$ cat config.mk
export PLATFORM = sky130hd
export DESIGN_NAME = tail_light_seq_flat
export DESIGN_NICKNAME = d
export VERILOG_FILES = /design/src/rtl/tail_light_if.sv /design/src/rtl/tail_light_seq.sv /design/src/flat_wrapper.sv
export SDC_FILE = /design/constraint.sdc
export NUM_CORES = 1
export LEC_CHECK = 0
export ABC_AREA = 1
export CAP_MARGIN = 20
export CORE_UTILIZATION = 40
export DETAILED_ROUTE_END_ITERATION = 16
export PLACE_DENSITY = 0.68
export SYNTH_ARGS = -nofsm -noshare
export SYNTH_HDL_FRONTEND = slang
export SYNTH_SLANG_ARGS = --single-unit
$ cat constraint.sdc
create_clock -name clk -period 1.4 [get_ports clk]
set_input_delay 0.28 -clock clk [delete_from_list [all_inputs] [get_ports clk]]
set_output_delay 0.28 -clock clk [all_outputs]
set_load 0.05 [all_outputs]
$ cat src/rtl/tail_light_if.sv
// Driver-switch requests and lamp/status outputs of the tail-light sequencer.
interface tail_light_if #(
    parameter int LAMPS = 3
);
    logic                 left;
    logic                 right;
    logic                 hazard;
    logic                 brake;
    logic [2*LAMPS-1:0]   y;
    logic                 busy;
    logic [1:0]           mode;

    modport master (
        output left, right, hazard, brake,
        input  y, busy, mode
    );

    modport slave (
        input  left, right, hazard, brake,
        output y, busy, mode
    );
endinterface

$ cat src/rtl/tail_light_seq.sv
// Turn/hazard/brake tail-light sequencer: outward-growing lamp pattern per side,
// hazard preempting turns, and a brake overlay on groups not used by the sequence.
module tail_light_seq #(
    parameter int LAMPS    = 3,
    parameter int TICK_DIV = 4
) (
    input  logic         clk,
    input  logic         reset,
    tail_light_if.slave  bus
);

    localparam int SW = (LAMPS > 1) ? $clog2(LAMPS + 1) : 1;
    localparam int CW = (TICK_DIV > 1) ? $clog2(TICK_DIV) : 1;

    localparam logic [SW-1:0] STEP_ONE  = SW'(1);
    localparam logic [SW-1:0] STEP_LAST = SW'(LAMPS);
    localparam logic [CW-1:0] CNT_ZERO  = CW'(0);
    localparam logic [CW-1:0] CNT_ONE   = CW'(1);
    localparam logic [CW-1:0] CNT_LAST  = CW'(TICK_DIV - 1);

    typedef enum logic [2:0] {
        S_IDLE  = 3'd0,
        S_LEFT  = 3'd1,
        S_RIGHT = 3'd2,
        S_HAZ   = 3'd3,
        S_OFF   = 3'd4
    } state_t;

    state_t          state_q, state_d;
    logic [SW-1:0]   step_q, step_d;
    logic [CW-1:0]   cnt_q, cnt_d;

    state_t          adv_state_s;
    logic [SW-1:0]   adv_step_s;
    logic [CW-1:0]   adv_cnt_s;

    logic [LAMPS-1:0] pat_l_s, pat_r_s, grp_l_s, grp_r_s, brake_grp_s;
    logic [1:0]       mode_s;
    logic             busy_s;

    // State, step and tick counter registers
    always_ff @(posedge clk or negedge reset) begin
        if (!reset) begin
            state_q <= S_IDLE;
            step_q  <= STEP_ONE;
            cnt_q   <= CNT_ZERO;
        end else begin
            state_q <= state_d;
            step_q  <= step_d;
            cnt_q   <= cnt_d;
        end
    end

    // Step advance shared by LEFT, RIGHT and HAZ; the last step hands over to OFF
    always_comb begin
        adv_state_s = state_q;
        adv_step_s  = step_q;
        adv_cnt_s   = CNT_ZERO;
        if (cnt_q == CNT_LAST) begin
            if (step_q < STEP_LAST) begin
                adv_step_s = step_q + STEP_ONE;
            end else begin
                adv_state_s = S_OFF;
                adv_step_s  = STEP_ONE;
            end
        end else begin
            adv_cnt_s = cnt_q + CNT_ONE;
        end
    end

    // Next-state selection with hazard preemption of turns and the dark gap
    always_comb begin
        state_d = state_q;
        step_d  = step_q;
        cnt_d   = cnt_q;
        case (state_q)
            S_IDLE: begin
                step_d = STEP_ONE;
                cnt_d  = CNT_ZERO;
                if (bus.hazard || (bus.left && bus.right)) begin
                    state_d = S_HAZ;
                end else if (bus.left) begin
                    state_d = S_LEFT;
                end else if (bus.right) begin
                    state_d = S_RIGHT;
                end else begin
                    state_d = S_IDLE;
                end
            end
            S_LEFT, S_RIGHT: begin
                if (bus.hazard) begin
                    state_d = S_HAZ;
                    step_d  = STEP_ONE;
                    cnt_d   = CNT_ZERO;
                end else begin
                    state_d = adv_state_s;
                    step_d  = adv_step_s;
                    cnt_d   = adv_cnt_s;
                end
            end
            S_HAZ: begin
                state_d = adv_state_s;
                step_d  = adv_step_s;
                cnt_d   = adv_cnt_s;
            end
            S_OFF: begin
                step_d = STEP_ONE;
                if (bus.hazard) begin
                    state_d = S_HAZ;
                    cnt_d   = CNT_ZERO;
                end else if (cnt_q == CNT_LAST) begin
                    state_d = S_IDLE;
                    cnt_d   = CNT_ZERO;
                end else begin
                    cnt_d = cnt_q + CNT_ONE;
                end
            end
            default: begin
                state_d = S_IDLE;
                step_d  = STEP_ONE;
                cnt_d   = CNT_ZERO;
            end
        endcase
    end

    // Lamp pattern for the current step; left grows upward, right grows downward from centre
    always_comb begin
        pat_l_s = {LAMPS{1'b0}};
        pat_r_s = {LAMPS{1'b0}};
        for (int i = 0; i < LAMPS; i++) begin
            pat_l_s[i]           = (SW'(i) < step_q);
            pat_r_s[LAMPS-1-i]   = (SW'(i) < step_q);
        end
    end

    assign brake_grp_s = bus.brake ? {LAMPS{1'b1}} : {LAMPS{1'b0}};

    // Output decode of registered state; brake fills groups the sequence does not own
    always_comb begin
        grp_l_s = brake_grp_s;
        grp_r_s = brake_grp_s;
        mode_s  = 2'd0;
        busy_s  = 1'b1;
        case (state_q)
            S_IDLE: begin
                busy_s = 1'b0;
            end
            S_LEFT: begin
                grp_l_s = pat_l_s;
                mode_s  = 2'd1;
            end
            S_RIGHT: begin
                grp_r_s = pat_r_s;
                mode_s  = 2'd2;
            end
            S_HAZ: begin
                grp_l_s = pat_l_s;
                grp_r_s = pat_r_s;
                mode_s  = 2'd3;
            end
            S_OFF: begin
                mode_s = 2'd0;
            end
            default: begin
                grp_l_s = {LAMPS{1'b0}};
                grp_r_s = {LAMPS{1'b0}};
            end
        endcase
    end

    assign bus.y    = {grp_l_s, grp_r_s};
    assign bus.mode = mode_s;
    assign bus.busy = busy_s;

endmodule

$ cat src/flat_wrapper.sv
// flat-port wrapper written by rule: the top's interface ports become plain ports
module tail_light_seq_flat 
#(
    parameter int LAMPS    = 3,
    parameter int TICK_DIV = 4
)
  (clk, reset, bus_left, bus_right, bus_hazard, bus_brake, bus_y, bus_busy, bus_mode);
  tail_light_if #(.LAMPS(LAMPS)) bus_i ();
  input  logic clk;
  input  logic reset;
  input wire logic [$bits(bus_i.left)-1:0] bus_left;
  input wire logic [$bits(bus_i.right)-1:0] bus_right;
  input wire logic [$bits(bus_i.hazard)-1:0] bus_hazard;
  input wire logic [$bits(bus_i.brake)-1:0] bus_brake;
  output wire logic [$bits(bus_i.y)-1:0] bus_y;
  output wire logic [$bits(bus_i.busy)-1:0] bus_busy;
  output wire logic [$bits(bus_i.mode)-1:0] bus_mode;
  assign bus_i.left = bus_left;
  assign bus_i.right = bus_right;
  assign bus_i.hazard = bus_hazard;
  assign bus_i.brake = bus_brake;
  assign bus_y = bus_i.y;
  assign bus_busy = bus_i.busy;
  assign bus_mode = bus_i.mode;
  tail_light_seq #(.LAMPS(LAMPS), .TICK_DIV(TICK_DIV)) u_core (.clk(clk), .reset(reset), .bus(bus_i));
endmodule
# Word-level counts from Yosys, hierarchy flattened
# Index checks and enable logic that the tools add are counted.
# totals
reg_bits	7
output_inout_bits	9
wordCells	45
# classes
n_addsub	2
magnitude_cmp	4
n_eq_ne	6
muxes	21
reduce_logical	9
# ops
operator	count
$mux W3	8
$mux W2	6
$pmux W3 S2	2
$pmux W3 S4	1
$reduce_or A3 Y1	3
$pmux W2 S2	2
$eq A3 B2 Y1 const B	2
$pmux W2 S3	1
$reduce_or A2 Y1	3
$add A2 B1 Y2 const B	2
$lt A1 B2 Y1 const A	2
$eq A3 B1 Y1 const B	1
$eq A3 B3 Y1 const B	1
$logic_not A3 Y1	1
$ne A3 B2 Y1 const B	1
$eq A2 B2 Y1 const B	1
$lt A2 B2 Y1 const A	1
$lt A2 B2 Y1 const B	1
$logic_and A1 B1 Y1	1
$logic_or A1 B1 Y1	1
$mux W1	1

# Depth between registers and ports, before layout
# Gate-level depths: netlist of the first run.
# depth
ltp_word	5
depth_mapped	6

# Worst setup path before layout of the first run
# No wires, ideal clock.
# synth_path
kind	register -> output
start	register u_core.state_q[2]
end	output port bus_y[3]
t_arrival_ns	2.041
required_time_ns	1.120
slack_ns	-0.921
stages_incl_launch_ff	4
cell_sequence	dfrtp_1 > nor2_1 > inv_2 > o21ai_1
# synth_between
elab_chain_len	3
elab_cells_between_ends	8
classes_between	4 x eq/ne; 1 x mux; 3 x reduce/logical
# synth_rtl
item	line_no	rtl
start: declaration	tail_light_seq.sv:29	state_t state_q, state_d;
start signal: assignment	tail_light_seq.sv:48	state_q <= state_d;
$eq A3 B2 Y1 (tied with other cells)	tail_light_seq.sv:144	case (state_q)
$reduce_or A3 Y1 (no line) or $reduce_or A2 Y1 (tied branches)	n/a	
$pmux W3 S2 (*)	tail_light_seq.sv:144	
end: declaration	flat_wrapper.sv:15	output wire logic [$bits(bus_i.y)-1:0] bus_y;
# Every way passes the cells marked *; elsewhere a longest branch is shown, timed or not.

# Worst setup path after layout of the first run
# layout_path
start	register u_core.state_q[2]
end	output port bus_y[2]
# layout_between
elab_chain_len	3
elab_cells_between_ends	8
classes_between	4 x eq/ne; 1 x mux; 3 x reduce/logical
# layout_rtl
item	line_no
$eq A3 B1 Y1 (tied with other cells)	tail_light_seq.sv:144
$reduce_or A3 Y1 (no line) or $reduce_or A2 Y1 (tied branches)	n/a
$pmux W3 S2 (*)	tail_light_seq.sv:144
# Marks and branches as above.

==> results.cfg, run 1 <==
[layout]
final_cells = 139
fin_util = 0.834
finalNetCount = 136
postLayoutCellArea_um2 = 1100
syn_to_final_growth_pct = 90.9
drive_gt1_frac = 0.411
insertedDiodeCount = 0

[setup_path]
max_stage_delay_ns = 0.39
path_max_fanout = 4
cp.arrival_ns = 1.33
critPathBufInv = 3
crit_path_end_kind = output pin
startpoint_type = register
slowest_stage = dfrtp_2
critPathKind = register to output pin
crit_chain = inv_4, buf_6, o211ai_4, o21ai_4, buf_12
cp.required_ns = 1.12
path_delay_family = flip-flops

[status]
run_status = complete, but fails checks
violations = negative setup slack

[routing]
vias = 681
drc = 0
antenna_left = 0
wl_per_cell_um = 10.6
drt-vias-per-instance = 4.90
routed_wl_um = 1480
dr.pass1.iters = 4
drt_iter0_markers = 14

[floorplan]
fp.dieW_um = 39.9
pin_count = 15
die_area_um2 = 1590
start_util = 0.437
die_h_um = 39.9
coreArea_um2 = 1320
num_rows = 13

[timing]
final_max_slew_viol_count = 0
finalSetupViolCount = 9
slew-limit-headroom = 0.780
tightest_slew_ns = 0.329
finClkSkew_ns = 0.00502
worst_slack_ns = -0.208
rsz0062_at_grt = yes
clock.fmax_mhz = 622
fin_crit_ns = 1.61
finalHoldViolCount = 0
period_share = 1.15

[yosys]
synth.cell_area_um2 = 576
synth.distinct_cells = 15
synth_cells = 89
ys_seq_elements = 7
synth_seq_area_share = 0.307
yosys.area.top_type = dfrtp_1
yosysTopAreaCellShare = 0.261
syn_avg_cell_area_um2 = 6.47
syn-num-nets = 100
ys_top_cells_by_area = dfrtp_1, nand2_1, ha_1, inv_1, nand3_1
yosys_warnings = 0

[job]
max_cap_violations = 0

[grt]
grt_max_degree = 8
grt_pass1_wl_um = 2350
grt_overflow_total = 0
grt_pass1_vias = 584
antenna_found_initial = 0
grt_use_total = 0.223

[clocking]
cts_buffer_depth = 2
cts_buffers = 3
cts_tree = built
cts_hold_buf = 0
cts.sink_count = 7
clkLatencyLatePin_ns = 0.25
path_clk_slew_ns = 0.05
htreeDepth = 1
cts-root-buf = clkbuf_4

[min_path]
hold_class = input port to async pin

[place]
dp_cells = 131
port_buffers = 14
dpl_cell_area_um2 = 993
dpl_worst_slack_ns = -0.241
hpwlAfterDp_um = 1180
gp_congestion = 0.855
[flip-flops by register name (all words and copies together) (netlist names)]
register	cells
u_core.state_q	3
u_core.step_q	2
u_core.cnt_q	2
[stage by stage]
| stage | TNS (ns) | hold WS (ns) |
|---|---|---|
| global route | -1.83 | 0.316 |
| floorplan | -0.335 | -0.0156 |
| detailed placement | -1.13 | 0.562 |
| global placement | -0.964 | 0.535 |
| CTS | -1.48 | 0.301 |
| finish | -1.35 | 0.293 |
[repair_timing]
action	4_1_cts	5_1_grt
endpoints found under the hold margin	0	0
resized for setup	13	1
setup buffers	5	1
setup endpoints to repair	9	9
pin swaps	6	2
[synthesized netlist by cell type]
cell type / number
a21oi_1: 2
dfrtp_1: 6
dfstp_2: 1
ha_1: 5
inv_1: 16
inv_2: 2
nand2_1: 28
nand3_1: 6
nand4_1: 1
nor2_1: 6
nor2_2: 4
o211ai_1: 1
o211ai_2: 1
o21ai_0: 5
o21ai_1: 5
[routing by layer]
layer  part of all wire  GRT usage  vias up
li1                   -          -      348
met1               0.41      0.259      303
met2               0.53      0.407       26
met3              0.040     0.0333        4
met4              0.013     0.0776        0
met5                  0          0        -
[path summary, 6_finish.rpt]
| check | startpoint | endpoint | slack, ns | cells after the start |
|---|---|---|---|---|
| setup / recovery | u_core.state_q[2] | bus_y[2] | -0.21 | 5 |
| hold / removal | reset | u_core.state_q[0] | 0.29 | 1 |
| setup reg to reg | u_core.step_q[0] | u_core.state_q[0] | 0.09 | 7 |
| hold reg to reg | u_core.cnt_q[0] | u_core.cnt_q[0] | 0.57 | 3 |
| max in group asynchronous | reset | u_core.step_q[0] | 0.81 | 1 |
| min in group clk | u_core.cnt_q[0] | u_core.cnt_q[0] | 0.57 | 3 |
[kinds of logic after synthesis]
group	count (synthesis)	synth area share
buffers and inverters	18	0.117
flip-flops	7	0.307
adder cells (fa/ha/maj)	5	0.109
AND/OR/NAND/NOR	45	0.328
AO/OA/AOI/OAI	14	0.139
[cell usage in the layout (no fill, tap or decap), drive strengths merged]
cell           instances
a21oi                  2
buf                   26
clkbuf                 4
clkdlybuf4s50          4
dfrtp                  6
dfstp                  1
dlygate4sd2            1
ha                     5
inv                   18
nand2                 28
nand3                  6
nand4                  1
nor2                  10
o211ai                 2
o21ai                 10
[final cells by class]
type	instances	area (um^2)
Multi-Input combinational cell	64	444
Timing Repair Buffer	31	359
Fill cell	83	219
Sequential cell	7	178
Inverter	18	72.6
Clock buffer	4	26.3
Tap cell	15	18.8
Power of run 1 is not shown: default switching activity piles up to over one toggle a cycle in this logic, so the estimate is an artifact.
==> run 2, diff against run 1 <==
--- a/config.mk
+++ b/config.mk
@@ -6,6 +6,7 @@
 export NUM_CORES = 1
 export LEC_CHECK = 0
 export ABC_AREA = 1
+export ABC_CLOCK_PERIOD_IN_PS = 1400
 export CAP_MARGIN = 20
 export CORE_UTILIZATION = 40
 export DETAILED_ROUTE_END_ITERATION = 16
==> results of run 2 <==
No change in the layout: final DEF, timing and power equal those of run 1.
Power of run 2 is left out for the same reason.
==> run 3, diff against run 2 <==
--- a/config.mk
+++ b/config.mk
@@ -5,7 +5,6 @@
 export SDC_FILE = /design/constraint.sdc
 export NUM_CORES = 1
 export LEC_CHECK = 0
-export ABC_AREA = 1
 export ABC_CLOCK_PERIOD_IN_PS = 1400
 export CAP_MARGIN = 20
 export CORE_UTILIZATION = 40
==> run 3 against run 2 <==
- the flow still finishes with violations (negative setup slack)
- via count is 15% lower
- utilization is 0.28 points higher
- non-clock buffer count is 1 lower
- worst setup slack worse by 0.095 ns
- fmax is 5.6% lower
==> results.cfg, run 3 <==
[yosys]
syn_avg_cell_area_um2 = 8.99
async_flop_share = 1.00
synth.cell_area_um2 = 576
syn-num-nets = 75
yosys_warnings = 0
yosys-top-cells-count = a21oi_1, o21ai_0, dfrtp_1
ys_seq_elements = 7
yosysTopAreaCellShare = 0.261
synth_ff_type = dfrtp_1
yosys.area.top_type = dfrtp_1
synth.distinct_cells = 25
synth_cells = 64
yosys.cell_count.top_type = a21oi_1
synth-edff-count = 0
ys_top_cells_by_area = dfrtp_1, ha_1, a21oi_1, o21ai_0, dfstp_2
synth_seq_area_share = 0.307

[grt]
antenna_found_initial = 0
grt_pass1_vias = 524
grt_use_total = 0.223
grt_overflow_total = 0
grt_pass1_wl_um = 2330
grt_max_degree = 9

[setup_path]
cp.required_ns = 1.12
r2r_end = u_core.cnt_q[0]
reg2reg_from = u_core.state_q[0]
cp.arrival_ns = 1.42
crit_path_end_kind = output pin
startpoint_type = register
critPathKind = register to output pin
path_max_fanout = 3
r2r_cells = 6
reg2reg_slack_ns = 0.04

[layout]
drive_gt1_frac = 0.579
largestRegisters = u_core.state_q (3), u_core.cnt_q (2), u_core.step_q (2)
regArea_um2 = 176
finalNetCount = 107
fin_util = 0.837
final_cell_mix = buf_4, buf_12, o21ai_4, a21oi_1, dfrtp_1
syn_to_final_growth_pct = 91.5
fillers = 76
largest_register_ffs = 3
final_cells = 110
multi_input_area_um2 = 504
insertedDiodeCount = 0
top_register = u_core.state_q
mostFrequentLayoutCell = buf_4

[place]
dpl_worst_slack_ns = -0.383
gp_congestion = 0.710
dp_cells = 101
hpwlAfterDp_um = 1130
port_buffers = 14

[timing]
final_max_slew_viol_count = 0
clock.fmax_mhz = 587
slew-limit-headroom = 0.787
finalSetupViolCount = 8
period_share = 1.22
rsz0062_at_grt = yes
finClkSkew_ns = 0.00132
fin_crit_ns = 1.70
tightest_slew_ns = 0.318
worst_slack_ns = -0.303
finalHoldViolCount = 0

[routing]
drt_iter0_markers = 5
vias = 581
drt-vias-per-instance = 5.28
routed_wl_um = 1500
dr.pass1.iters = 4
wl_per_cell_um = 13.7
antenna_left = 0
drc = 0

[floorplan]
fp.dieW_um = 39.9
die_area_um2 = 1590
coreArea_um2 = 1320
die_h_um = 39.9
num_rows = 13
pin_count = 15
start_util = 0.437

[clocking]
cts_hold_buf = 0
cts_tree = built
cts_buffer_depth = 2
cts-root-buf = clkbuf_4
cts.sink_count = 7
cts_buffers = 3
path_clk_slew_ns = 0.05
htreeDepth = 1
clkLatencyLatePin_ns = 0.24

[status]
violations = negative setup slack
run_status = complete, but fails checks

[min_path]
hold_class = input port to async pin

[job]
max_cap_violations = 0
==> run 3: cell types whose count changed after synthesis, sizes merged, moves of 3 or more <==
cell	before	now
nand3	6	0
and2b	0	4
nor2	10	2
o21ai	10	7
a21oi	2	11
nand2	28	4
inv	18	5
==> run 3: cell type report <==
type	instances	area share
well taps	15	0.0170
clock buffers	4	0.0238
repair buffers	30	0.322
inverters	5	0.0193
multi-input cells	49	0.457
flip-flops and latches	7	0.160
==> run 3: kinds of logic (layout without fill, tap and decap cells) <==
kind of cell             count (synthesis)  count (layout)  share of synthesized area
AO/OA/AOI/OAI                           24              24                      0.254
adder cells (fa/ha/maj)                  5               5                      0.109
buffers and inverters                    8              39                     0.0783
flip-flops                               7               7                      0.307
multiplexers                             2               2                     0.0348
AND/OR/NAND/NOR                         18              18                      0.217
==> run 3: per-layer routing <==
metal | wire, um | up-vias | global-route usage
met5 | 0 | - | 0
met4 | 7 | 0 | 0.103
met3 | 34 | 2 | 0.0167
met2 | 817 | 12 | 0.387
met1 | 643 | 274 | 0.279
li1 | - | 293 | -
==> run 3: how the worst max path moves through the flow <==
stage / from / to / cells after the start
after global placement: bus_brake / bus_y[1] / 5
final: u_core.step_q[0] / bus_y[3] / 6
after global routing: u_core.step_q[0] / bus_y[3] / 6
after detailed placement: bus_brake / bus_y[3] / 5
after floorplan: u_core.step_q[0] / bus_y[2] / 5
after CTS: u_core.step_q[0] / bus_y[2] / 6
==> run 3: critical path, stage by stage (launching register included) <==
cell     delay, ns
dfstp_2       0.55
inv_2         0.05
ha_4          0.15
inv_4         0.07
a21oi_4       0.06
o21ai_4       0.15
buf_12        0.15
==> run 3: per-stage QoR <==
stage	cell area, um^2	hold slack, ns	TNS [ns]
finish	1100	0.293	-1.81
global route	1100	0.315	-2.19
CTS	1070	0.298	-1.89
detailed placement	968	0.431	-2.63
global placement	968	0.429	-2.16
floorplan	677	-0.0156	-0.213
==> run 3: what timing repair did <==
action,CTS,global route
gates cloned,0,0
pin swaps,4,2
resized for setup,12,7
endpoints found under the setup margin,9,10
buffers inserted,4,1
hold endpoints to repair,0,0
Power of run 3 is left out for the same reason.
